--- src/rtl/stage_ma_pkg.sv ---
// Shared definitions for the memory-access stage: WB/MA control field indices,
// access size encodings and FSM state encodings.
package stage_ma_pkg;

  // WB control field indices
  localparam int unsigned WB_R_WE        = 2;
  localparam int unsigned WB_RDST_MUX_HI = 1;
  localparam int unsigned WB_RDST_MUX_LO = 0;

  // MA control field indices
  localparam int unsigned MA_RD      = 0;
  localparam int unsigned MA_WR      = 1;
  localparam int unsigned MA_SIZE_LO = 2;
  localparam int unsigned MA_SIZE_HI = 3;
  localparam int unsigned MA_UNS     = 4;

  typedef enum logic [1:0] {
    SzByte = 2'b00,
    SzHalf = 2'b01,
    SzWord = 2'b10
  } ma_size_e;

  typedef enum logic {
    StIdle   = 1'b0,
    StAccess = 1'b1
  } ma_state_e;

endpackage

--- src/rtl/ma_lane_align.sv ---
// Byte-lane steering for the MA stage: store byte enables and replication, load extract/extend.
// Sub-word support is compiled in only when MA_SUBWORD_EN is defined.
module ma_lane_align
  import stage_ma_pkg::*;
(
  input  logic [1:0]  st_addr_lo,
  input  logic [1:0]  st_size,
  input  logic [31:0] st_data,
  output logic [3:0]  st_be,
  output logic [31:0] st_wdata,
  output logic        misalign,
  input  logic [1:0]  ld_addr_lo,
  input  logic [1:0]  ld_size,
  input  logic        ld_unsigned,
  input  logic [31:0] rdata,
  output logic [31:0] ld_data
);

`ifdef MA_SUBWORD_EN
  logic [31:0] ld_shifted;
  logic [7:0]  ld_byte;
  logic [15:0] ld_half;

  always_comb begin
    st_be    = 4'hF;
    st_wdata = st_data;
    misalign = 1'b0;
    case (st_size)
      SzByte: begin
        st_be    = 4'b0001 << st_addr_lo;
        st_wdata = {4{st_data[7:0]}};
      end
      SzHalf: begin
        st_be    = 4'b0011 << st_addr_lo;
        st_wdata = {2{st_data[15:0]}};
        misalign = st_addr_lo[0];
      end
      default: misalign = |st_addr_lo;
    endcase
  end

  assign ld_shifted = rdata >> {ld_addr_lo, 3'b000};
  assign ld_byte    = ld_shifted[7:0];
  assign ld_half    = ld_shifted[15:0];

  always_comb begin
    ld_data = rdata;
    case (ld_size)
      SzByte:  ld_data = ld_unsigned ? {24'h0, ld_byte} : {{24{ld_byte[7]}}, ld_byte};
      SzHalf:  ld_data = ld_unsigned ? {16'h0, ld_half} : {{16{ld_half[15]}}, ld_half};
      default: ld_data = rdata;
    endcase
  end
`else
  logic unused_lane;

  assign unused_lane = ^{st_addr_lo, st_size, ld_addr_lo, ld_size, ld_unsigned};
  assign st_be       = 4'hF;
  assign st_wdata    = st_data;
  assign misalign    = 1'b0;
  assign ld_data     = rdata;
`endif

endmodule

--- src/rtl/stage_ma.sv ---
// Memory-access pipeline stage: IDLE/ACCESS handshake with data memory and the MA/WB register.
// Define MA_SUBWORD_EN for byte/half accesses; otherwise every access is an aligned word.
module stage_ma
  import stage_ma_pkg::*;
(
  input  logic        clk,
  input  logic        rst,
  input  logic        i_ma_valid,
  input  logic [31:0] i_ma_pc,
  input  logic [31:0] i_ma_alu_rslt,
  input  logic [31:0] i_ma_st_data,
  input  logic [4:0]  i_ma_mem_cntrl,
  input  logic [2:0]  i_ma_wb_cntrl,
  input  logic [4:0]  i_ma_rdst,
  output logic        o_dm_req,
  output logic        o_dm_we,
  output logic [31:0] o_dm_addr,
  output logic [31:0] o_dm_wdata,
  output logic [3:0]  o_dm_be,
  input  logic        i_dm_ack,
  input  logic [31:0] i_dm_rdata,
  output logic        o_ma_stall,
  output logic        o_ma_misalign,
  output logic        o_ma_valid,
  output logic [31:0] o_ma_pc,
  output logic [31:0] o_ma_data_o,
  output logic [31:0] o_ma_alu_rslt,
  output logic [2:0]  o_ma_cntrl,
  output logic [4:0]  o_ma_rdst
);

  ma_state_e   state_q, state_d;

  logic        acc_we_q, acc_uns_q;
  logic [1:0]  acc_size_q;
  logic [31:0] acc_addr_q, acc_wdata_q, acc_pc_q, acc_alu_q;
  logic [3:0]  acc_be_q;
  logic [2:0]  acc_cntrl_q;
  logic [4:0]  acc_rdst_q;

  logic        valid_q, misalign_q;
  logic [31:0] pc_q, data_q, alu_q;
  logic [2:0]  cntrl_q;
  logic [4:0]  rdst_q;

  logic        is_wr, is_mem, lane_mis;
  logic        start_acc, bad_acc, pass_alu, ack_done;
  logic [3:0]  lane_be;
  logic [31:0] lane_wdata, lane_ld, req_addr;

  assign is_wr  = i_ma_mem_cntrl[MA_WR];
  assign is_mem = i_ma_mem_cntrl[MA_RD] | is_wr;

`ifdef MA_SUBWORD_EN
  assign req_addr = i_ma_alu_rslt;
`else
  assign req_addr = {i_ma_alu_rslt[31:2], 2'b00};
`endif

  ma_lane_align u_lane (
    .st_addr_lo  (i_ma_alu_rslt[1:0]),
    .st_size     (i_ma_mem_cntrl[MA_SIZE_HI:MA_SIZE_LO]),
    .st_data     (i_ma_st_data),
    .st_be       (lane_be),
    .st_wdata    (lane_wdata),
    .misalign    (lane_mis),
    .ld_addr_lo  (acc_addr_q[1:0]),
    .ld_size     (acc_size_q),
    .ld_unsigned (acc_uns_q),
    .rdata       (i_dm_rdata),
    .ld_data     (lane_ld)
  );

  always_comb begin
    state_d    = state_q;
    start_acc  = 1'b0;
    bad_acc    = 1'b0;
    pass_alu   = 1'b0;
    ack_done   = 1'b0;
    o_ma_stall = 1'b0;
    unique case (state_q)
      StIdle: begin
        if (i_ma_valid) begin
          if (!is_mem) begin
            pass_alu = 1'b1;
          end else if (lane_mis) begin
            bad_acc = 1'b1;
          end else begin
            start_acc  = 1'b1;
            o_ma_stall = 1'b1;
            state_d    = StAccess;
          end
        end
      end
      StAccess: begin
        if (i_dm_ack) begin
          ack_done = 1'b1;
          state_d  = StIdle;
        end else begin
          o_ma_stall = 1'b1;
        end
      end
    endcase
    // Upstream may present a valid instruction while reset is held.
    if (!rst) o_ma_stall = 1'b0;
  end

  always_ff @(posedge clk or negedge rst) begin
    if (!rst) state_q <= StIdle;
    else      state_q <= state_d;
  end

  always_ff @(posedge clk or negedge rst) begin
    if (!rst) begin
      acc_we_q    <= 1'b0;
      acc_uns_q   <= 1'b0;
      acc_size_q  <= 2'b00;
      acc_addr_q  <= 32'h0;
      acc_wdata_q <= 32'h0;
      acc_be_q    <= 4'h0;
      acc_pc_q    <= 32'h0;
      acc_alu_q   <= 32'h0;
      acc_cntrl_q <= 3'b000;
      acc_rdst_q  <= 5'd0;
    end else if (start_acc) begin
      acc_we_q    <= is_wr;
      acc_uns_q   <= i_ma_mem_cntrl[MA_UNS];
      acc_size_q  <= i_ma_mem_cntrl[MA_SIZE_HI:MA_SIZE_LO];
      acc_addr_q  <= req_addr;
      acc_wdata_q <= lane_wdata;
      acc_be_q    <= lane_be;
      acc_pc_q    <= i_ma_pc;
      acc_alu_q   <= i_ma_alu_rslt;
      acc_cntrl_q <= i_ma_wb_cntrl;
      acc_rdst_q  <= i_ma_rdst;
    end
  end

  // Pipeline register: a bubble unless a non-memory op passes or an access completes.
  always_ff @(posedge clk or negedge rst) begin
    if (!rst) begin
      valid_q    <= 1'b0;
      pc_q       <= 32'h0;
      data_q     <= 32'h0;
      alu_q      <= 32'h0;
      cntrl_q    <= 3'b000;
      rdst_q     <= 5'd0;
      misalign_q <= 1'b0;
    end else begin
      misalign_q <= bad_acc;
      if (pass_alu) begin
        valid_q <= 1'b1;
        pc_q    <= i_ma_pc;
        data_q  <= 32'h0;
        alu_q   <= i_ma_alu_rslt;
        cntrl_q <= i_ma_wb_cntrl;
        rdst_q  <= i_ma_rdst;
      end else if (ack_done) begin
        valid_q <= 1'b1;
        pc_q    <= acc_pc_q;
        data_q  <= acc_we_q ? 32'h0 : lane_ld;
        alu_q   <= acc_alu_q;
        cntrl_q <= acc_cntrl_q;
        rdst_q  <= acc_rdst_q;
      end else begin
        valid_q <= 1'b0;
        pc_q    <= 32'h0;
        data_q  <= 32'h0;
        alu_q   <= 32'h0;
        cntrl_q <= 3'b000;
        rdst_q  <= 5'd0;
      end
    end
  end

  assign o_dm_req      = (state_q == StAccess);
  assign o_dm_we       = o_dm_req & acc_we_q;
  assign o_dm_be       = o_dm_req ? acc_be_q : 4'h0;
  assign o_dm_addr     = acc_addr_q;
  assign o_dm_wdata    = acc_wdata_q;
  assign o_ma_misalign = misalign_q;
  assign o_ma_valid    = valid_q;
  assign o_ma_pc       = pc_q;
  assign o_ma_data_o   = data_q;
  assign o_ma_alu_rslt = alu_q;
  assign o_ma_cntrl    = cntrl_q;
  assign o_ma_rdst     = rdst_q;

endmodule

--- config.mk ---
export PLATFORM = sky130hd
export DESIGN_NAME = stage_ma
export DESIGN_NICKNAME = d
export VERILOG_FILES = /design/src/rtl/stage_ma_pkg.sv /design/src/rtl/ma_lane_align.sv /design/src/rtl/stage_ma.sv
export SDC_FILE = /design/constraint.sdc
export NUM_CORES = 1
export LEC_CHECK = 0
export ABC_AREA = 1
export CORE_AREA = 4 4 183 114
export DETAILED_ROUTE_END_ITERATION = 8
export DIE_AREA = 0 0 187 118
export DONT_BUFFER_PORTS = 1
export SYNTH_ARGS = -nofsm -noshare
export SYNTH_HDL_FRONTEND = slang
export SYNTH_HIERARCHICAL = 1
export SYNTH_SLANG_ARGS = --single-unit
--- constraint.sdc ---
create_clock -name clk -period 1.5 [get_ports clk]
set_input_delay 0.3 -clock clk [delete_from_list [all_inputs] [get_ports clk]]
set_output_delay 0.3 -clock clk [all_outputs]
set_load 0.1 [all_outputs]
After elaboration in Yosys (flattened, before gate mapping)
Index checks and enable logic that the tools add are counted.

Flip-flop bits (word level): 242. Output and inout bits: 177. Word-level logic and storage cells: 43.

Mux-type cells: 25. Bitwise gates (word level): 3.

Operator list (number): 32-bit two-way mux (7); 1-bit two-way mux (12); 5-bit two-way mux (2); 3-bit two-way mux (2); 4-bit two-way mux (1); 1-bit case mux with 2 select lines (1); 1-bit AND (1); 1-bit inverter (1); 1-bit OR (1).

Longest topological paths before layout
Gate-level depths: netlist of run 1.

Depth in word-level cells: 5. Depth in mapped cells: 7. Mapped depth without buffers: 5.

Hierarchy
Netlist of run 1, hierarchy kept.

By module, submodules not included: stage_ma (times used 1, cells an instance 965, area an instance 8782.2 um^2); ma_lane_align (times used 1, cells an instance 71, area an instance 525.5 um^2).

Worst setup path after synthesis of run 1
No wires, ideal clock.

Path kind: reg-to-output. From: register state_q, in the netlist o_dm_req. To: output o_ma_stall. Data arrival time: 2.949 ns. Data required time: 1.200 ns. Slack: -1.749 ns. Cell stages (with the launch flop): 6. Path through: dfrtp_1 -> buf_4 -> nor2_8 -> nand3_2 -> buf_2 -> a21oi_1.

Cells in the longest elaborated chain, start to end: 3.

Ends and longest elaborated chain: from (decl) (line stage_ma.sv:32) `ma_state_e state_q, state_d;`; from (signal assigned) (line stage_ma.sv:109) `if (!rst) state_q <= StIdle;`; from (signal assigned) (line stage_ma.sv:110) `else state_q <= state_d;`; 1-bit inverter; 1-bit case mux with 2 select lines (*) (line stage_ma.sv:81) `unique case (state_q)`; 1-bit two-way mux (*) (line stage_ma.sv:105) `if (!rst) o_ma_stall = 1'b0;`; to (decl) (line stage_ma.sv:22) `output logic o_ma_stall,`.

Mark *: on every way between the ends. The rest lies on a longest branch, timed or not.

Worst setup path in the final report of run 1
Ends and elaborated chain as after synthesis.

==> run summary, run 1 <==
Post-cts hold buffer count: 138
Top-Level Pins: 322
First DRT Iteration DRCs: 687
Ratio of total power to cell area: 1520 nW/um^2
Number of H-tree levels: 1
Vias per std cell: 5.10
Share of post-route cells with drive strength above 1: 0.204
Worst-case setup slack after placement: 0.0571 ns
Classification of the worst setup path: reg2out
Layout overhead on the synthesized area: 34.6%
Startpoint types: flop
Relative max-transition margin: 0.503
Overall fraction of global-route tracks in use: 0.217
Cts bufs inserted: 21
VDD IR-drop max: 1.02 mV
Cells along the critical path: nor2_8, nand3_4, a21oi_4, buf_12
# rows: 39
Setup WS post-layout: -0.339 ns
Global route total overflow: 0
Clk_lat worst skew: 0.49 ns
Worst flop-to-flop path startpoint: o_dm_req$_DFF_PN0_
Reported leakage power: 6.60 nW
Final count of hold timing violations: 216
Count of TritonRoute iterations in the first routing pass: 5
Syn. warnings: 6
Height of the die: 118 um
Count of nets after finishing: 1366
Placeable core region: 18900 sq um
WP data required: 1.20 ns
Count of pins over their slew limit: 0
Total half-perimeter wirelength after legalization and detailed placement: 15.0 mm
Number of setup violations in the final report: 7
Library cell contributing the largest single delay on the critical path: sky130_fd_sc_hd__dfrtp_4
Failing checks: hold timing, setup timing
Final critical-path required period: 1.84 ns
Final Core Density: 0.654
Routed vias: 7574
Slowest stage delay, CP: 0.52 ns
CP endpoint kind: output pin
Achievable clock frequency: 544 MHz
Synthesized instance count: 1024
Largest net degree at the start of global routing: 218
Cell area after technology mapping: 9200 sq um
Actual slew at the worst max-slew pin: 0.746 ns
Via count of the first global-routing pass: 7435
Wire length of the first global-routing pass: 39.9 mm
Clk pin slew, worst setup/hold paths: 0.06 ns
Start point of the critical path: o_dm_req$_DFF_PN0_
Avg Inst Size Synth: 8.98 sq um
Total of buffers placed on input and output ports: 0
CP Buf/Inv Count: 1
Buffer cell driving the clock tree root: sky130_fd_sc_hd__clkbuf_16
Status: complete, but fails checks
CTS tree: done
Max-Cap Viols: 0
Fin Clk Skew: 0.00673 ns
Worst hold-check path type: in2async
Largest buffer count on any clock path: 3
WL final: 25.7 mm
Crit path DAT: 1.54 ns
Placer's final routability congestion estimate: 0.786
Average routed wire per standard cell: 17.3 um
Cell family with most CP delay: flip-flops
Starting Density: 0.486
Setup repair after global routing missed its margin: true
DRT antenna net count: 0
Die width: 187 um
Peak fanout along the critical path: 3
# clock sinks: 216
Area of the die: 22100 sq um
Initial antenna violation count: 4
Final hold slack: -0.496 ns
Number of DRC violations after detailed routing: 0
Final worst-path cycle share: 1.23
-- worst paths after layout --
| check | cells past startpoint | end | slack [ns] |
|---|---|---|---|
| max in group asynchronous | 0 | acc_alu_q[14]$_DFFE_PN0P_ | 1.36 |
| min in group clk | 3 | o_dm_req$_DFF_PN0_ | 0.02 |
| worst max register to register | 6 | acc_alu_q[14]$_DFFE_PN0P_ | 0.03 |
| worst min-delay path | 0 | o_dm_wdata[21]$_DFFE_PN0P_ | -0.50 |
| worst min register to register | 2 | acc_pc_q[10]$_DFFE_PN0P_ | 0.47 |
| worst max-delay path | 4 | o_ma_stall | -0.34 |
-- sequential cells by signal, indices dropped and copies added (netlist names) --
register,cells
acc_alu_q,32
acc_pc_q,32
o_dm_wdata,32
o_ma_alu_rslt,32
o_ma_data_o,32
o_ma_pc,32
acc_rdst_q,5
o_ma_rdst,5
acc_be_q,4
acc_cntrl_q,3
o_ma_cntrl,3
acc_we_q,1
o_dm_req,1
o_ma_misalign,1
o_ma_valid,1
-- stage by stage --
| step | cells | instance area (sq um) | total power [mW] | TNS [ns] |
|---|---|---|---|---|
| floorplan | 1028 | 9260 | 12.5 | -1.25 |
| global placement | 1298 | 10100 | 13.4 | 0 |
| detailed placement | 1298 | 10100 | 13.5 | 0 |
| CTS | 1474 | 12100 | 18.8 | -2.32 |
| global route | 1484 | 12400 | 19.6 | -3.15 |
| finish | 1485 | 12400 | 18.9 | -1.95 |
-- worst register-to-register path, stage by stage, from the launching register on --
cell and delay [ns]:
sky130_fd_sc_hd__dfrtp_4 0.52, sky130_fd_sc_hd__nor2_8 0.11, sky130_fd_sc_hd__buf_4 0.13, sky130_fd_sc_hd__buf_12 0.20
sky130_fd_sc_hd__buf_16 0.22, sky130_fd_sc_hd__nand3_1 0.14, sky130_fd_sc_hd__nand2_1 0.08
-- timing repair --
item	CTS	global route
pin swaps	2	8
setup endpoints to repair	9	43
hold endpoints to repair	426	216
gates resized for setup	9	22
buffers inserted	2	2
gates cloned	0	4
-- where the power goes --
part / total, mW / switching (mW) / internal (mW)
Combinational: 7.00 / 5.46 / 1.54
Sequential: 6.97 / 0.361 / 6.61
Clock: 4.89 / 2.16 / 2.73
Total: 18.9 / 7.98 / 10.9
-- routing by layer --
metal / wire (um) / track usage / up-vias
met5: 0 / 0 / -
met4: 816 / 0.0679 / 0
met3: 2340 / 0.0652 / 64
met2: 12100 / 0.351 / 376
met1: 10400 / 0.283 / 3631
li1: - / - / 3503
-- layout make-up --
| type | count | area, sq um |
|---|---|---|
| clock buffers | 29 | 586 |
| inverters | 13 | 70.1 |
| well taps | 246 | 308 |
| fillers | 1427 | 6560 |
| repair buffers | 339 | 3270 |
| diodes | 5 | 12.5 |
| flip-flops and latches | 216 | 5410 |
| clock inverters | 7 | 38.8 |
| multi-input cells | 630 | 2680 |
-- layout by cell type, fill, tap and decap left out --
cell type and n:
sky130_fd_sc_hd__nor2_4 2, sky130_fd_sc_hd__a21oi_4 1, sky130_fd_sc_hd__inv_6 1, sky130_fd_sc_hd__inv_1 7
sky130_fd_sc_hd__clkbuf_16 25, sky130_fd_sc_hd__nor3_1 1, sky130_fd_sc_hd__inv_4 1, sky130_fd_sc_hd__nand2_4 1
sky130_fd_sc_hd__buf_16 4, sky130_fd_sc_hd__dlygate4sd3_1 138, sky130_fd_sc_hd__buf_4 165, sky130_fd_sc_hd__clkinvlp_4 5
sky130_fd_sc_hd__nor2_1 32, sky130_fd_sc_hd__nand3_1 179, sky130_fd_sc_hd__nand2_2 5, sky130_fd_sc_hd__clkbuf_1 5
sky130_fd_sc_hd__o21ai_0 1, sky130_fd_sc_hd__diode_2 5, sky130_fd_sc_hd__nand2_1 397, sky130_fd_sc_hd__conb_1 7
sky130_fd_sc_hd__clkbuf_8 3, sky130_fd_sc_hd__buf_6 14, sky130_fd_sc_hd__nand3_2 2, sky130_fd_sc_hd__nand3_4 1
sky130_fd_sc_hd__clkinv_2 6, sky130_fd_sc_hd__dfrtp_1 215, sky130_fd_sc_hd__nor2_8 1, sky130_fd_sc_hd__dfrtp_4 1
sky130_fd_sc_hd__buf_12 14
Note: power is estimated with default switching activity, not from simulation.
==> run 2: changes to the inputs <==
Settings changed: CAP_MARGIN set to 20, CORE_AREA 4 4 183 114 to 4 4 175 109, DIE_AREA 0 0 187 118 to 0 0 179 113, SYNTH_HIERARCHICAL 1 to not set.
==> run summary, run 2 <==
Status: complete, but fails checks
Failing checks: hold timing, setup timing
Flop-to-flop setup slack: 0.03 ns
Final hold slack: -0.488 ns
Start point of the critical path: o_dm_req$_DFF_PN0_
Cells along the critical path: nor2_4, nand2_4, a21oi_4, buf_12
First DRT Iteration DRCs: 703
Global route total overflow: 0
Classification of the worst setup path: reg2out
Multi-input gate area in the final layout: 2550 sq um
Largest buffer count on any clock path: 3
VDD IR-drop max: 1.24 mV
Avg Inst Size Synth: 9.06 sq um
Number of DRC violations after detailed routing: 0
CTS tree: done
Share of post-route cells with drive strength above 1: 0.196
Max-Cap Viols: 0
Sequential Area: 5310 sq um
Count of antenna diodes in the layout: 0
Clk_lat worst skew: 0.48 ns
WL final: 25.4 mm
Final worst-path cycle share: 1.22
Clk pin slew, worst setup/hold paths: 0.06 ns
Cell count of the worst reg-to-reg path: 6
Setup WS post-layout: -0.324 ns
Final critical-path required period: 1.82 ns
CP endpoint kind: output pin
Number of setup violations in the final report: 7
Setup repair after global routing missed its margin: true
Async set-reset flop share out of synthesis: 1.00
Count of nets after finishing: 1333
Post-layout instance area: 12000 sq um
Total half-perimeter wirelength after legalization and detailed placement: 14.5 mm
Crit path DAT: 1.52 ns
Cts bufs inserted: 21
Syn. warnings: 0
Prevailing post-synth register cell: sky130_fd_sc_hd__dfrtp_1
Count leader, synth: sky130_fd_sc_hd__nand2_1
Via count of the first global-routing pass: 7137
Placeable core region: 17600 sq um
Achievable clock frequency: 548 MHz
# clock sinks: 212
Count of TritonRoute iterations in the first routing pass: 5
EDFF count, synth: 0
Worst hold-check path type: in2async
Destination of the worst register-to-register timing path: o_ma_alu_rslt[26]$_DFF_PN0_
Vias per std cell: 5.08
Fin Clk Skew: 0.0111 ns
Top cells by area, synth: sky130_fd_sc_hd__dfrtp_1 63%, sky130_fd_sc_hd__nand2_1 18%, sky130_fd_sc_hd__nand3_1 10%, sky130_fd_sc_hd__buf_4 3.4%, sky130_fd_sc_hd__buf_2 2.1%
Reported leakage power: 6.45 nW
Wire length of the first global-routing pass: 38.8 mm
Ratio of total power to cell area: 1660 nW/um^2
Area of the die: 20200 sq um
Buffer cell driving the clock tree root: sky130_fd_sc_hd__clkbuf_16
Synthesized instance count: 929
# rows: 38
Area share of the leading cell type in the synthesized netlist: 0.630
WP data required: 1.20 ns
Termination of the worst setup path: o_ma_stall
Top-Level Pins: 322
Largest net degree at the start of global routing: 214
Routed vias: 7325
Placement Cell Area: 9790 sq um
Placer's final routability congestion estimate: 0.795
Peak fanout along the critical path: 4
Worst flop-to-flop path startpoint: o_dm_req$_DFF_PN0_
FILL cells: 1305
#FFs+latches synth: 212
Height of the die: 113 um
Starting Density: 0.477
Most frequent standard cell in the layout excluding fill and tap cells: sky130_fd_sc_hd__nand2_1
Count of pins over their slew limit: 0
Number of H-tree levels: 1
Layout overhead on the synthesized area: 42.9%
Number of distinct library cells after synthesis: 14
Cell type with the highest aggregate area in the netlist: sky130_fd_sc_hd__dfrtp_1
Highest-count cells in the layout ignoring fill and taps: 394 x sky130_fd_sc_hd__nand2_1, 211 x sky130_fd_sc_hd__dfrtp_1, 176 x sky130_fd_sc_hd__nand3_1
Average routed wire per standard cell: 17.6 um
Overall fraction of global-route tracks in use: 0.236
Sequential element share of the synthesized area: 0.630
Startpoint types: flop
Most common library cells after synthesis: 396 x sky130_fd_sc_hd__nand2_1, 212 x sky130_fd_sc_hd__dfrtp_1, 176 x sky130_fd_sc_hd__nand3_1, 38 x sky130_fd_sc_hd__buf_4, 35 x sky130_fd_sc_hd__buf_2
Total of buffers placed on input and output ports: 0
Initial antenna violation count: 0
Cell area after technology mapping: 8410 sq um
Die width: 179 um
Slowest stage delay, CP: 0.50 ns
DRT antenna net count: 0
Library cell contributing the largest single delay on the critical path: sky130_fd_sc_hd__dfrtp_4
Final count of hold timing violations: 212
==> run 2: worst max-delay path, delay by kind of cell (launching register included) <==
family          cells  cell delay, ns
flops               1            0.50
simple gates        2            0.19
buf+inv             1            0.19
compound gates      1            0.16
==> run 2: final cells by class <==
| class | instances | share of cell area |
|---|---|---|
| multi-input combinational | 610 | 0.212 |
| inverter | 10 | 0.00385 |
| clock inverter | 3 | 0.00364 |
| tap | 240 | 0.0250 |
| timing repair buffer | 333 | 0.262 |
| clock buffer | 33 | 0.0525 |
| sequential | 212 | 0.442 |
==> run 2: cell families (layout without fill, tap and decap cells) <==
logic type / after synthesis / in the layout / synth area share
AO/OA/AOI/OAI: 1 / 1 / 0.000594
AND/OR/NAND/NOR: 606 / 606 / 0.298
other: 1 / 3 / 0.000446
buffers and inverters: 109 / 379 / 0.0708
flip-flops: 212 / 212 / 0.630
==> run 2: report_power, final <==
part | switching [mW] | internal, mW | total, mW
Sequential | 0.351 | 6.56 | 6.91
Clock | 2.10 | 3.05 | 5.15
Combinational | 6.26 | 1.66 | 7.92
==> run 2: per-stage QoR <==
step	setup WS [ns]	TNS, ns	util	total power [mW]	std cells
2_1_floorplan	-0.436	-1.71	-	13.1	931
3_3_place_gp	0.0897	0	0.555	14.3	1260
3_5_place_dp	0.0761	0	0.555	14.4	1260
4_1_cts	-0.343	-1.96	0.672	19.9	1436
5_1_grt	-0.369	-2.05	0.682	20.7	1441
6_report	-0.324	-1.71	0.682	20.0	1441
==> run 2: worst min-delay path by stage <==
stage / from / endpoint / slack [ns] / cells past startpoint
final: rst / o_dm_wdata[10]$_DFFE_PN0P_ / -0.49 / 0
after global routing: rst / o_dm_wdata[10]$_DFFE_PN0P_ / -0.52 / 0
after CTS: rst / o_dm_wdata[10]$_DFFE_PN0P_ / -0.51 / 0
after detailed placement: rst / o_dm_wdata[10]$_DFFE_PN0P_ / 0.008 / 0
after global placement: rst / o_dm_wdata[10]$_DFFE_PN0P_ / 0.009 / 0
after floorplan: rst / acc_alu_q[0]$_DFFE_PN0P_ / 0.004 / 0
==> run 2: metal layers <==
layer,vias up,global-route usage,wire (um)
li1,3404,-,-
met2,322,0.386,12100
met3,53,0.0758,2500
met5,-,0,0
met4,0,0.0552,675
met1,3546,0.311,10100
==> run 2: what timing repair did <==
action                                  CTS  global route
gates cloned                              0             3
resized for setup                         0            18
endpoints found under the hold margin   421           213
buffers inserted                          3             1
pin swaps                                 2             2
hold buffers                            137             1
endpoints found under the setup margin    7            71
